==> src/rtl/main_control_fsm.sv <==
// Multi-cycle main control unit for the 8-bit core.
// Walks FETCH/DECODE/EXEC/MEM/WB per instruction, handshakes with instruction and
// data memory, aborts stalled accesses after TIMEOUT cycles and owns the ALUOp code.
// Optional feature macro: ILLEGAL_TRAP_EN (illegal opcode halts the core; otherwise NOP).
module main_control_fsm #(
  parameter int OPCODE_W  = 4,
  parameter int TIMEOUT   = 16,
  parameter int TIMEOUT_W = 5
) (
  input  logic                clk,
  input  logic                rst_n,
  input  logic [OPCODE_W-1:0] opcode,
  input  logic                imem_ack,
  input  logic                dmem_ack,
  input  logic                alu_zero,
  input  logic                alu_lt,
  output logic                imem_req,
  output logic                dmem_req,
  output logic                mem_read,
  output logic                mem_write,
  output logic                ir_write,
  output logic                pc_write,
  output logic                pc_branch,
  output logic                reg_write,
  output logic                reg_dst,
  output logic                alu_src,
  output logic                mem_to_reg,
  output logic [1:0]          ALUOp,
  output logic                bus_err,
  output logic                halted
);

  localparam logic [OPCODE_W-1:0] OP_R    = OPCODE_W'(0);
  localparam logic [OPCODE_W-1:0] OP_LW   = OPCODE_W'(1);
  localparam logic [OPCODE_W-1:0] OP_SW   = OPCODE_W'(2);
  localparam logic [OPCODE_W-1:0] OP_ADDI = OPCODE_W'(3);
  localparam logic [OPCODE_W-1:0] OP_LWI  = OPCODE_W'(4);
  localparam logic [OPCODE_W-1:0] OP_SUBI = OPCODE_W'(5);
  localparam logic [OPCODE_W-1:0] OP_BEQ  = OPCODE_W'(6);
  localparam logic [OPCODE_W-1:0] OP_BNE  = OPCODE_W'(7);
  localparam logic [OPCODE_W-1:0] OP_BLT  = OPCODE_W'(8);
  localparam logic [OPCODE_W-1:0] OP_J    = OPCODE_W'(9);
  localparam logic [OPCODE_W-1:0] OP_HALT = OPCODE_W'(15);

  localparam logic [TIMEOUT_W-1:0] CNT_LAST = TIMEOUT_W'(TIMEOUT - 1);

  typedef enum logic [2:0] {
    S_FETCH, S_DECODE, S_EXEC, S_MEM, S_WB, S_HALT, S_ABORT
  } state_t;

  state_t                state, next_state;
  logic [OPCODE_W-1:0]   opcode_q;
  logic [TIMEOUT_W-1:0]  wait_cnt;
  logic                  timeout;

  // registered outputs and their next values
  logic imem_req_q, dmem_req_q, mem_read_q, mem_write_q, reg_write_q, reg_dst_q;
  logic alu_src_q, mem_to_reg_q, bus_err_q, halted_q, jmp_q, beq_q, bne_q, blt_q;
  logic [1:0] aluop_q;
  logic imem_req_d, dmem_req_d, mem_read_d, mem_write_d, reg_write_d, reg_dst_d;
  logic alu_src_d, mem_to_reg_d, bus_err_d, halted_d, jmp_d, beq_d, bne_d, blt_d;
  logic [1:0] aluop_d;

  function automatic logic is_legal(input logic [OPCODE_W-1:0] op);
    return (op <= OP_J) || (op == OP_HALT);
  endfunction

  assign timeout = (wait_cnt == CNT_LAST);

  // State, latched opcode, wait counter and output registers
  always_ff @(posedge clk) begin
    if (!rst_n) begin
      state        <= S_FETCH;
      opcode_q     <= '0;
      wait_cnt     <= '0;
      imem_req_q   <= 1'b1;  // masked by rst_n below; lets the fetch start right at release
      dmem_req_q   <= 1'b0;
      mem_read_q   <= 1'b0;
      mem_write_q  <= 1'b0;
      reg_write_q  <= 1'b0;
      reg_dst_q    <= 1'b0;
      alu_src_q    <= 1'b0;
      mem_to_reg_q <= 1'b0;
      aluop_q      <= 2'b00;
      bus_err_q    <= 1'b0;
      halted_q     <= 1'b0;
      jmp_q        <= 1'b0;
      beq_q        <= 1'b0;
      bne_q        <= 1'b0;
      blt_q        <= 1'b0;
    end else begin
      state <= next_state;
      if (state == S_FETCH && imem_ack) opcode_q <= opcode;
      if ((next_state == S_FETCH || next_state == S_MEM) && next_state != state)
        wait_cnt <= '0;
      else if (((state == S_FETCH && !imem_ack) || (state == S_MEM && !dmem_ack)) && !timeout)
        wait_cnt <= wait_cnt + 1'b1;
      imem_req_q   <= imem_req_d;
      dmem_req_q   <= dmem_req_d;
      mem_read_q   <= mem_read_d;
      mem_write_q  <= mem_write_d;
      reg_write_q  <= reg_write_d;
      reg_dst_q    <= reg_dst_d;
      alu_src_q    <= alu_src_d;
      mem_to_reg_q <= mem_to_reg_d;
      aluop_q      <= aluop_d;
      bus_err_q    <= bus_err_d;
      halted_q     <= halted_d;
      jmp_q        <= jmp_d;
      beq_q        <= beq_d;
      bne_q        <= bne_d;
      blt_q        <= blt_d;
    end
  end

  // Next-state selection; an ack on the last wait cycle wins over the timeout
  always_comb begin
    next_state = state;
    case (state)
      S_FETCH:  if (imem_ack) next_state = S_DECODE;
                else if (timeout) next_state = S_ABORT;
      S_DECODE: begin
        if (opcode_q == OP_HALT) next_state = S_HALT;
        else if (is_legal(opcode_q)) next_state = S_EXEC;
        else begin
`ifdef ILLEGAL_TRAP_EN
          next_state = S_HALT;
`else
          next_state = S_FETCH;
`endif
        end
      end
      S_EXEC: begin
        case (opcode_q)
          OP_R, OP_ADDI, OP_LWI, OP_SUBI: next_state = S_WB;
          OP_LW, OP_SW:                   next_state = S_MEM;
          default:                        next_state = S_FETCH;
        endcase
      end
      S_MEM:    if (dmem_ack) next_state = (opcode_q == OP_LW) ? S_WB : S_FETCH;
                else if (timeout) next_state = S_ABORT;
      S_WB:     next_state = S_FETCH;
      S_HALT:   next_state = S_HALT;
      S_ABORT:  next_state = S_FETCH;
      default:  next_state = S_FETCH;
    endcase
  end

  // Output decode from the state being entered, so registered outputs line up with it
  always_comb begin
    imem_req_d = 1'b0; dmem_req_d = 1'b0; mem_read_d = 1'b0; mem_write_d = 1'b0;
    reg_write_d = 1'b0; reg_dst_d = 1'b0; alu_src_d = 1'b0; mem_to_reg_d = 1'b0;
    aluop_d = 2'b00; bus_err_d = 1'b0; halted_d = 1'b0;
    jmp_d = 1'b0; beq_d = 1'b0; bne_d = 1'b0; blt_d = 1'b0;
    case (next_state)
      S_FETCH: imem_req_d = 1'b1;
      S_EXEC: begin
        case (opcode_q)
          OP_R:                         aluop_d = 2'b10;
          OP_LW, OP_SW, OP_ADDI, OP_LWI: alu_src_d = 1'b1;
          OP_SUBI: begin aluop_d = 2'b01; alu_src_d = 1'b1; end
          OP_BEQ:  begin aluop_d = 2'b01; beq_d = 1'b1; end
          OP_BNE:  begin aluop_d = 2'b01; bne_d = 1'b1; end
          OP_BLT:  begin aluop_d = 2'b11; blt_d = 1'b1; end
          OP_J:    jmp_d = 1'b1;
          default: ;
        endcase
      end
      S_MEM: begin
        dmem_req_d  = 1'b1;
        mem_read_d  = (opcode_q == OP_LW);
        mem_write_d = (opcode_q == OP_SW);
      end
      S_WB: begin
        reg_write_d  = 1'b1;
        reg_dst_d    = (opcode_q == OP_R);
        mem_to_reg_d = (opcode_q == OP_LW);
      end
      S_HALT:  halted_d  = 1'b1;
      S_ABORT: bus_err_d = 1'b1;
      default: ;
    endcase
  end

  // Every output is forced low while rst_n is low, including the cycle reset is asserted.
  // IR/PC capture on fetch and the branch decision need the same-cycle ack / ALU flags.
  assign imem_req   = imem_req_q   & rst_n;
  assign dmem_req   = dmem_req_q   & rst_n;
  assign mem_read   = mem_read_q   & rst_n;
  assign mem_write  = mem_write_q  & rst_n;
  assign ir_write   = imem_req_q & imem_ack & rst_n;
  assign pc_write   = ((imem_req_q & imem_ack) | jmp_q) & rst_n;
  assign pc_branch  = ((beq_q & alu_zero) | (bne_q & ~alu_zero) | (blt_q & alu_lt)) & rst_n;
  assign reg_write  = reg_write_q  & rst_n;
  assign reg_dst    = reg_dst_q    & rst_n;
  assign alu_src    = alu_src_q    & rst_n;
  assign mem_to_reg = mem_to_reg_q & rst_n;
  assign ALUOp      = aluop_q & {2{rst_n}};
  assign bus_err    = bus_err_q    & rst_n;
  assign halted     = halted_q     & rst_n;

endmodule

==> config.mk <==
export PLATFORM = sky130hd
export DESIGN_NAME = main_control_fsm
export DESIGN_NICKNAME = d
export VERILOG_FILES = /design/src/rtl/main_control_fsm.sv
export SDC_FILE = /design/constraint.sdc
export NUM_CORES = 1
export LEC_CHECK = 0
export ABC_AREA = 1
export CAP_MARGIN = 20
export CELL_PAD_IN_SITES_DETAIL_PLACEMENT = 0
export CELL_PAD_IN_SITES_GLOBAL_PLACEMENT = 1
export CORE_MARGIN = 4
export CORE_UTILIZATION = 38
export CTS_BUF_LIST = sky130_fd_sc_hd__clkbuf_4
export DETAILED_ROUTE_END_ITERATION = 8
export MAX_ROUTING_LAYER = met4
export PLACE_DENSITY = 0.82
export REMOVE_ABC_BUFFERS = 1
export SLEW_MARGIN = 30
export SYNTH_ARGS = -nofsm -noshare
export SYNTH_HDL_FRONTEND = slang
export SYNTH_SLANG_ARGS = --single-unit
==> constraint.sdc <==
create_clock -name clk -period 2.26 [get_ports clk]
set_clock_uncertainty 0.05 [all_clocks]
set_input_delay 0.339 -clock clk [delete_from_list [all_inputs] [get_ports clk]]
set_output_delay 0.339 -clock clk [all_outputs]
set_load 0.01 [all_outputs]
# Word-level counts from Yosys, hierarchy flattened
# Cells that the tools add are included.
# word_totals
ff_bits	28
latchBits	0
ram_bits	0
romBits	0
in_bits	10
out_inout_bits	15
word_cells	105
memories	0
# op_classes
add_sub_neg	1
n_mul	0
n_div	0
n_lt_le_gt_ge	1
eq_ne	21
shift	0
n_mux	19
bitwise	23
reduce_logical	22
# ops
op	count
1-bit bitwise AND	17
4-bit by 3-bit == test with 1-bit output, second input constant	4
3-bit 2-to-1 mux	5
3-bit one-hot mux with 5 select lines	1
3-bit by 2-bit == test with 1-bit output, second input constant	4
3-bit == test, second input constant	4
4-bit == test, second input constant	3
1-bit 2-to-1 mux	10
4-bit by 2-bit == test with 1-bit output, second input constant	2
3-bit logical NOT	2
2-bit one-hot mux with 3 select lines	1
3-bit one-hot mux with 2 select lines	1
2-bit AND reduction	3
5-bit by 1-bit adder with 5-bit output, second input constant	1
5-bit by 4-bit == test with 1-bit output, second input constant	1
1-bit logical AND	5
5-bit OR reduction	1
4-bit by 1-bit == test with 1-bit output, second input constant	1
4-bit <= comparator, second input constant	1
4-bit logical NOT	1
2-bit OR reduction	2
4-bit OR reduction	1
3-bit by 1-bit == test with 1-bit output, second input constant	1
1-bit logical NOT	3
7 further kinds	12

# Logic depth before layout (Yosys ltp)
# Gate-level depths: netlist of run 1.
# depth
depth_word	9
mapped_depth	13
ltp_nobuf	13

# Worst setup path after synthesis of run 1
# Ideal clock, no wire load.
# synth_timing
path_kind	flip-flop to flip-flop
startpoint	register wait_cnt[0]
endpoint	register wait_cnt[0]
setup_time_ps	118
arrival_ps	1436
required_time_ps	2092
setup_slack_ps	656
path_stages_with_launch	13
path_buffers	0
period_less_slack_ps	1604
path_cell_list	dfxtp_1 > ha_1 > inv_1 > nor2_1 > ha_1 > inv_1 > nand2_1 > nand2_1 > nand3_1 > nor2_1 > nand2_2 > nand3_2 > a21oi_1
# synth_via
elab_chain_cells	8
elab_cells_between_ends	14
classes_between	add/sub (1); eq/ne (3); mux (4); reduce/logical (6)
# synth_lines
item	line_no	rtl
from (decl)	53	logic [TIMEOUT_W-1:0] wait_cnt;
from (signal assigned)	97	wait_cnt <= wait_cnt + 1'b1;
5-bit by 4-bit == test with 1-bit output	68	assign timeout = (wait_cnt == CNT_LAST);
3-bit 2-to-1 mux	121, 141	
3-bit 2-to-1 mux (on tied branches)	140, 120	
3-bit one-hot mux with 5 select lines	119	case (state)
3-bit by 2-bit == test with 1-bit output or 3-bit logical NOT (tied branches)	94	if ((next_state == S_FETCH || next_state == S_MEM) && next_state != state)
1-bit logical OR	94	
1-bit logical AND	94	
2-bit OR reduction (no line)	n/a	
# Parallel ways exist; a longest one is shown, timed or not.
# A chain may end at the register's enable or synchronous reset.

# Worst setup path after layout of run 1
# layout_timing
startpoint	input port rst_n
endpoint	output port mem_write
# layout_via
elab_chain_cells	1
# layout_lines
item	line_no	rtl
from (decl)	11	input logic rst_n,
1-bit bitwise AND	190	assign mem_write = mem_write_q & rst_n;
to (decl)	20	output logic mem_write,
# Every way passes these cells.

==> impl_results.md, run 1 <==
- Status: finished clean
- Fin nets: ~240
- Largest area contributor in the netlist: dfxtp_1
- Routed vias: 1,178
- Clock slew seen by the registers of the worst setup and hold paths: 0.15 ns
- GRT overflow: 0
- Critical Path Sink Type: output pin
- Worst Setup Start Kind: primary input
- TritonCTS buffer count: 3
- Mapped Area: 0.00137 mm^2
- Synth warnings: 0
- Compound-Gate Fraction of Synth Area: 9.76%
- Max IR drop VDD: 390 uV
- Pint: slightly above 0.8 mW
- Worst-Skew Late Latency: 0.33 ns
- Max Cap Viol: 0
- Endpoints failing setup: 0
- Slew @ Worst Pin: 0.281 ns
- Static leakage: 0.827 nW
- # diodes: 0
- Post-synthesis xor/xnor area fraction: 1.92%
- I/O Pins: 25
- Post-synth cell types: 25
- Slew margin rel.: around four fifths
- CTS tree: done
- Die area: between 0.004 and 0.005 mm^2
- First-pass GRT wire length: roughly 4.6 mm
- Syn_area_per_cell: 6.89 um^2
- Fin. max-slew vios: 0
- Final Instance Count excl. Fillers: 274
- GRT Util Overall: 13.3%
- Sequential power share: 48.4%
- Final ANT Viol Nets: 0
- Period utilization: 93.6%
- FMAX: around 470 MHz
- Post-synthesis mux area share: less than 1%
- Gate Count Post-Synth: 199
- Largest net degree at the start of global routing: 17
- Standard-cell rows: 21
- Fill count: 357
- Adder-cell share of the synthesized area: 1.82%
- Post-synthesis sequential area ratio: 40.9%
- Clk buf depth: 2
- Comb power frac: between 20% and 30%
- Final Power: about 1.2 mW
- Clock power frac: 28.2%
- CP max-delay cell: clkdlybuf4s50_1
- Endpoints failing hold: 0
- Clock H-tree levels: 1
- Crit path arrival time: ~1.7 ns
- Final GP Congestion: 0.784
- Synth top area cells: dfxtp_1 (41%), nand2_1 (11%), inv_1 (9.6%)
- Die X: between 60 and 70 um
- Inst Count DP: 270
- P_sw: 0.344 mW
- Root Driver: clkbuf_4
- Crit Path Category: primary input to output pin
- Simple-Gate Fraction of Synth Area: between 30% and 40%
- Iteration-0 DRC Markers: 36
- Hpwl dp: 2.14 mm
- DRC violations left: 0
- Initial core utilization: 40.1%
- CP required: 1.87 ns
- Sum of negative setup slack: 0 ns
- Area grow syn2layout: 26.6%
- Die Y: 68.1 um
- CP most frequent cell: clkdlybuf4s50_1
- Vias/cell: 4.30
- Main combinational cell family by area after synthesis: simple AND/OR/NAND/NOR gates
- Postcts setup bufs: 0
- Drt total wl: 2.72 mm
- Critical path peak fanout: 13
- Pwr/cell area: 666 mW/mm^2
- Crit-path cells: clkdlybuf4s50_1 > buf_4 > nand2_1 > inv_1 > clkdlybuf4s50_1
- Area share of the largest cell type after synthesis: 40.9%
- PortBufs: 24
- DRT Pass-1 Iters: 4
- Post-CTS resize count: 0
- Commonest non-fill, non-tap cell in the layout: nand2_1
- Commonest cells after routing, fill and taps aside: nand2_1 (39), inv_1 (35), dfxtp_1 (28)
- Sink Count: 28
- CP bufs+invs: 4
- CTS Hold Bufs: 0
- Core Util, Final: just over 50%
- Initial antenna violation count: 0
- Vias in the first global route: 1,048
- DR WL/cell: 9.91 um
- Yosys reg bits: 28
- Delay-heaviest family, CP: buffers and inverters
- CP max stage delay: 0.53 ns
- Ratio of cells with drive above 1 in the final layout: 14.0%
- Min-delay worst type: flop to flop
- Core Area: around 0.0034 mm^2
- Final min period: 2.12 ns
- Switch share: 29.7%
- RSZ-0062 raised after global routing: false
-- stage by stage --
step	instance area [um^2]	setup WS [ns]	hold slack, ns
after floorplan	1360	0.656	0.358
after global placement	1680	0.136	0.476
after detailed placement	1680	0.132	0.468
after CTS	1740	0.125	0.496
after global routing	1740	0.0358	0.525
final	1740	0.144	0.495
-- worst reg2reg max path, cell delays in order, from the launching register on --
cell and delay, ns:
dfxtp_1 0.36, ha_1 0.19, inv_1 0.06, nor2_1 0.05, ha_1 0.16, inv_1 0.11, nand2_1 0.06, nand2_1 0.10
nand3_1 0.09, nor2_1 0.22, nand2_2 0.10, nand3_2 0.12, a21oi_1 0.08
-- state kept, by name, indices dropped and copies added, names as in the netlist, 2 cells and up --
name and flops:
wait_cnt 5, state 3, opcode_q 4, aluop_q 2
-- area by class of cell --
| cell class | count | area, um^2 | share of cell area (%) |
|---|---|---|---|
| Clock buffer | 3 | 22.5 | 1.30 |
| Multi-Input combinational cell | 129 | 653 | 37.6 |
| Sequential cell | 28 | 561 | 32.3 |
| Clock inverter | 1 | 30.0 | 1.73 |
| Inverter | 40 | 150 | 8.65 |
| Timing Repair Buffer | 27 | 263 | 15.1 |
| Tap cell | 46 | 57.6 | 3.31 |
-- logic make-up after synthesis --
| family | Yosys count |
|---|---|
| compound gates | 25 |
| xor+xnor | 3 |
| fa+ha+maj | 2 |
| buf+inv | 42 |
| flops | 28 |
| mux | 1 |
| simple gates | 98 |
-- per-layer routing --
layer	share of wire (%)	GRT usage (%)	routed length, um	vias to the layer above
met2	42	20.3	1150	21
li1	-	-	-	672
met1	52	17.7	1420	483
met4	0.92	5.21	25	0
met5	0	-	0	-
met3	4.5	1.97	121	2
-- final timing paths --
check | from | endpoint | slack, ns | depth (start not counted)
min | wait_cnt[3]$_SDFFE_PP0P_ | wait_cnt[3]$_SDFFE_PP0P_ | 0.50 | 3
min reg2reg | wait_cnt[3]$_SDFFE_PP0P_ | wait_cnt[3]$_SDFFE_PP0P_ | 0.50 | 3
max | rst_n | mem_write | 0.14 | 5
max reg2reg | wait_cnt[0]$_SDFFE_PP0P_ | wait_cnt[2]$_SDFFE_PP0P_ | 0.42 | 12
-- synth_stat cells --
cell,number
nand3_2,2
nor3_1,2
nand2_1,39
clkbuf_1,2
nand2_2,6
mux2_2,1
nor2_2,7
o21ai_2,1
nand4_1,2
a31oi_1,1
a41oi_1,1
inv_1,35
ha_1,2
o21ai_1,1
nand2_4,2
xor2_1,2
nand3_1,10
dfxtp_1,28
nor4_1,1
nor2_1,26
inv_2,5
nor3_2,1
a21oi_1,11
o21ai_0,10
xnor2_1,1
-- power by group through the flow --
stage	Sequential [mW]	Clock [mW]	Combinational (mW)
3_3_place_gp	0.571	0	0.274
6_report	0.560	0.326	0.271
5_1_grt	0.564	0.357	0.306
3_5_place_dp	0.571	0	0.272
2_1_floorplan	0.564	0	0.189
4_1_cts	0.560	0.335	0.273
Note: power is estimated with default switching activity, not from simulation.
==> inputs of run 2 (changes only) <==
--- a/config.mk
+++ b/config.mk
@@ -9,12 +9,12 @@
 export CAP_MARGIN = 20
 export CELL_PAD_IN_SITES_DETAIL_PLACEMENT = 0
 export CELL_PAD_IN_SITES_GLOBAL_PLACEMENT = 1
-export CORE_MARGIN = 4
+export CORE_MARGIN = 8
 export CORE_UTILIZATION = 38
 export CTS_BUF_LIST = sky130_fd_sc_hd__clkbuf_4
 export DETAILED_ROUTE_END_ITERATION = 8
 export MAX_ROUTING_LAYER = met4
-export PLACE_DENSITY = 0.82
+export PLACE_DENSITY = 0.87
 export REMOVE_ABC_BUFFERS = 1
 export SLEW_MARGIN = 30
 export SYNTH_ARGS = -nofsm -noshare
==> constraint.sdc (replaced) <==
create_clock -name clk -period 2.26 [get_ports clk]
set_clock_uncertainty 0.05 [all_clocks]
set_input_delay 0.339 -clock clk [delete_from_list [all_inputs] [get_ports clk]]
set_output_delay 0.339 -clock clk [all_outputs]
set_load 0.005 [all_outputs]
==> impl_results.md, run 2 (synthesized netlist as in run 1, its figures left out) <==
- Period utilization: 94.6% (+0.96 points)
- DRC violations left: 0 (unchanged)
- FMAX: 468 MHz (-1.0%)
- Crit path from: rst_n
- Area grow syn2layout: 27.4%
- Pint: 0.814 mW (+0.17%)
- Standard-cell rows: 22 (+4.8%)
- Post-CTS resize count: 0 (unchanged)
- Max IR drop VDD: 268 uV (-31%)
- Die X: 76.1 um (+12%)
- Max Cap Viol: 0 (unchanged)
- Initial antenna violation count: 0 (unchanged)
- Crit path arrival time: 1.75 ns (+0.02 ns)
- Critical R2R Launch: wait_cnt[0]$_SDFFE_PP0P_
- Worst-Skew Late Latency: 0.34 ns (about the same)
- DP Worst Slack: 0.113 ns (-0.0186 ns)
- Critical Path Sink Type: output pin
- First-pass GRT wire length: 5.18 mm (+13%)
- Worst Setup Start Kind: primary input
- Final min period: 2.14 ns (+0.0217 ns)
- Postcts setup bufs: 0 (unchanged)
- GRT Util Overall: 10.8% (-2.5 points)
- Endpoints failing hold: 0 (unchanged)
- Area taken by multi-input logic gates: 653 um^2 (unchanged)
- PortBufs: 24 (unchanged)
- Commonest cells after routing, fill and taps aside: nand2_1 (39), inv_1 (35), dfxtp_1 (28)
- Fin nets: 242 (+0.41%)
- Max reg flops: 5 (unchanged)
- Clk buf depth: 2 (unchanged)
- Clock power frac: 28.8% (+0.6 points)
- Critical path peak fanout: 8 (-5)
- Fin. max-slew vios: 0 (unchanged)
- Drt total wl: 2.83 mm (+4.2%)
- Sink Count: 28 (unchanged)
- Vias in the first global route: 1,199 (+14%)
- Root Driver: clkbuf_4
- Crit Path Category: primary input to output pin
- Clock H-tree levels: 1 (unchanged)
- Sequential power share: 48.2% (-0.2 points)
- Final ANT Viol Nets: 0 (unchanged)
- Endpoints failing setup: 0 (unchanged)
- Vias/cell: 4.42 (+2.7%)
- Reg area: 561 um^2 (unchanged)
- Routed vias: 1,223 (+3.8%)
- Largest net degree at the start of global routing: 17 (unchanged)
- I/O Pins: 25 (unchanged)
- Setup WS post-layout: 0.122 ns (-0.0217 ns)
- Status: finished clean
- DRT Pass-1 Iters: 4 (unchanged)
- Core Area: 0.00355 mm^2 (+4.0%)
- Iteration-0 DRC Markers: 83 (+130%)
- # diodes: 0 (unchanged)
- Slew margin rel.: 78.6% (-2.5 points)
- Hold_sp: wait_cnt[3]$_SDFFE_PP0P_
- Reg with most FFs: wait_cnt
- Sum of negative setup slack: 0 ns (unchanged)
- CTS Hold Bufs: 0 (unchanged)
- CTS tree: done
- CP required: 1.87 ns (about the same)
- FF-to-FF setup slack: 0.46 ns (+0.04 ns)
- Placed Area: 0.00169 mm^2 (+0.59%)
- Die area: 0.00579 mm^2 (+25%)
- Commonest non-fill, non-tap cell in the layout: nand2_1
- Static leakage: 0.832 nW (+0.58%)
- Hpwl dp: 2.27 mm (+6.0%)
- Slew @ Worst Pin: 0.319 ns (+0.0376 ns)
- Final GP Congestion: 0.819 (+4.4%)
- TritonCTS buffer count: 3 (unchanged)
- Initial core utilization: 38.6% (-1.5 points)
- P_sw: 0.350 mW (+1.7%)
- Fill count: 359 (+0.56%)
- Comb power frac: 23.0% (-0.4 points)
- Largest regs: wait_cnt (5), opcode_q (4), state (3)
- Ratio of cells with drive above 1 in the final layout: 14.4% (+0.38 points)
- RSZ-0062 raised after global routing: false
- Min-delay worst type: flop to flop
- GRT overflow: 0 (unchanged)
- Clock slew seen by the registers of the worst setup and hold paths: 0.15 ns (about the same)
- Pwr/cell area: 666 mW/mm^2 (about the same)
- Die Y: 76.1 um (+12%)
- Switch share: 30.1% (+0.32 points)
- Finished Cell Area: 0.00175 mm^2 (+0.58%)
- DR WL/cell: 10.2 um (+3.1%)
-- run 2: changes by cell type in the layout (fill, tap and decap cells not counted) --
cell,previous run,this run
buf_4,3,4
-- run 2: power groups by stage --
stage                     logic [mW]  registers (mW)  clock network [mW]
after floorplan                0.186           0.564                   0
after global placement         0.268           0.572                   0
after detailed placement       0.269           0.572                   0
after CTS                      0.272           0.561               0.338
after global routing           0.314           0.564               0.352
final                          0.268           0.561               0.335
-- run 2: cell type report --
class	instances	share of cell area (%)
Multi-Input combinational cell	129	37.4
Sequential cell	28	32.1
Timing Repair Buffer	28	15.5
Inverter	40	8.60
Tap cell	48	3.44
Clock inverter	1	1.72
Clock buffer	3	1.29
-- run 2: path summary, 6_finish.rpt --
check / to / depth (start not counted)
min: wait_cnt[3]$_SDFFE_PP0P_ / 3
max reg2reg: wait_cnt[2]$_SDFFE_PP0P_ / 12
min reg2reg: wait_cnt[3]$_SDFFE_PP0P_ / 3
max: pc_write / 5
-- run 2: critical path: stages --
cell	delay, ns
clkdlybuf4s50_1	0.59
buf_4	0.19
nand2_1	0.05
o21ai_0	0.06
clkdlybuf4s50_1	0.52
-- run 2: routing by layer --
metal / track usage, % / vias to the layer above / part of all wire (%)
li1: - / 672 / -
met1: 11.6 / 521 / 46
met2: 17.4 / 21 / 46
met3: 2.95 / 9 / 4.9
met4: 6.73 / 0 / 3.5
met5: - / - / 0
-- run 2: metrics by stage --
| step | util [%] | total power, mW | instances | hold WS, ns |
|---|---|---|---|---|
| 3_3_place_gp | 47.7 | 0.840 | 273 | 0.464 |
| 3_5_place_dp | 47.7 | 0.842 | 273 | 0.467 |
| 2_1_floorplan | - | 0.750 | 197 | 0.358 |
| 4_1_cts | 49.2 | 1.17 | 277 | 0.493 |
| 6_report | 49.2 | 1.16 | 277 | 0.493 |
| 5_1_grt | 49.2 | 1.23 | 277 | 0.508 |
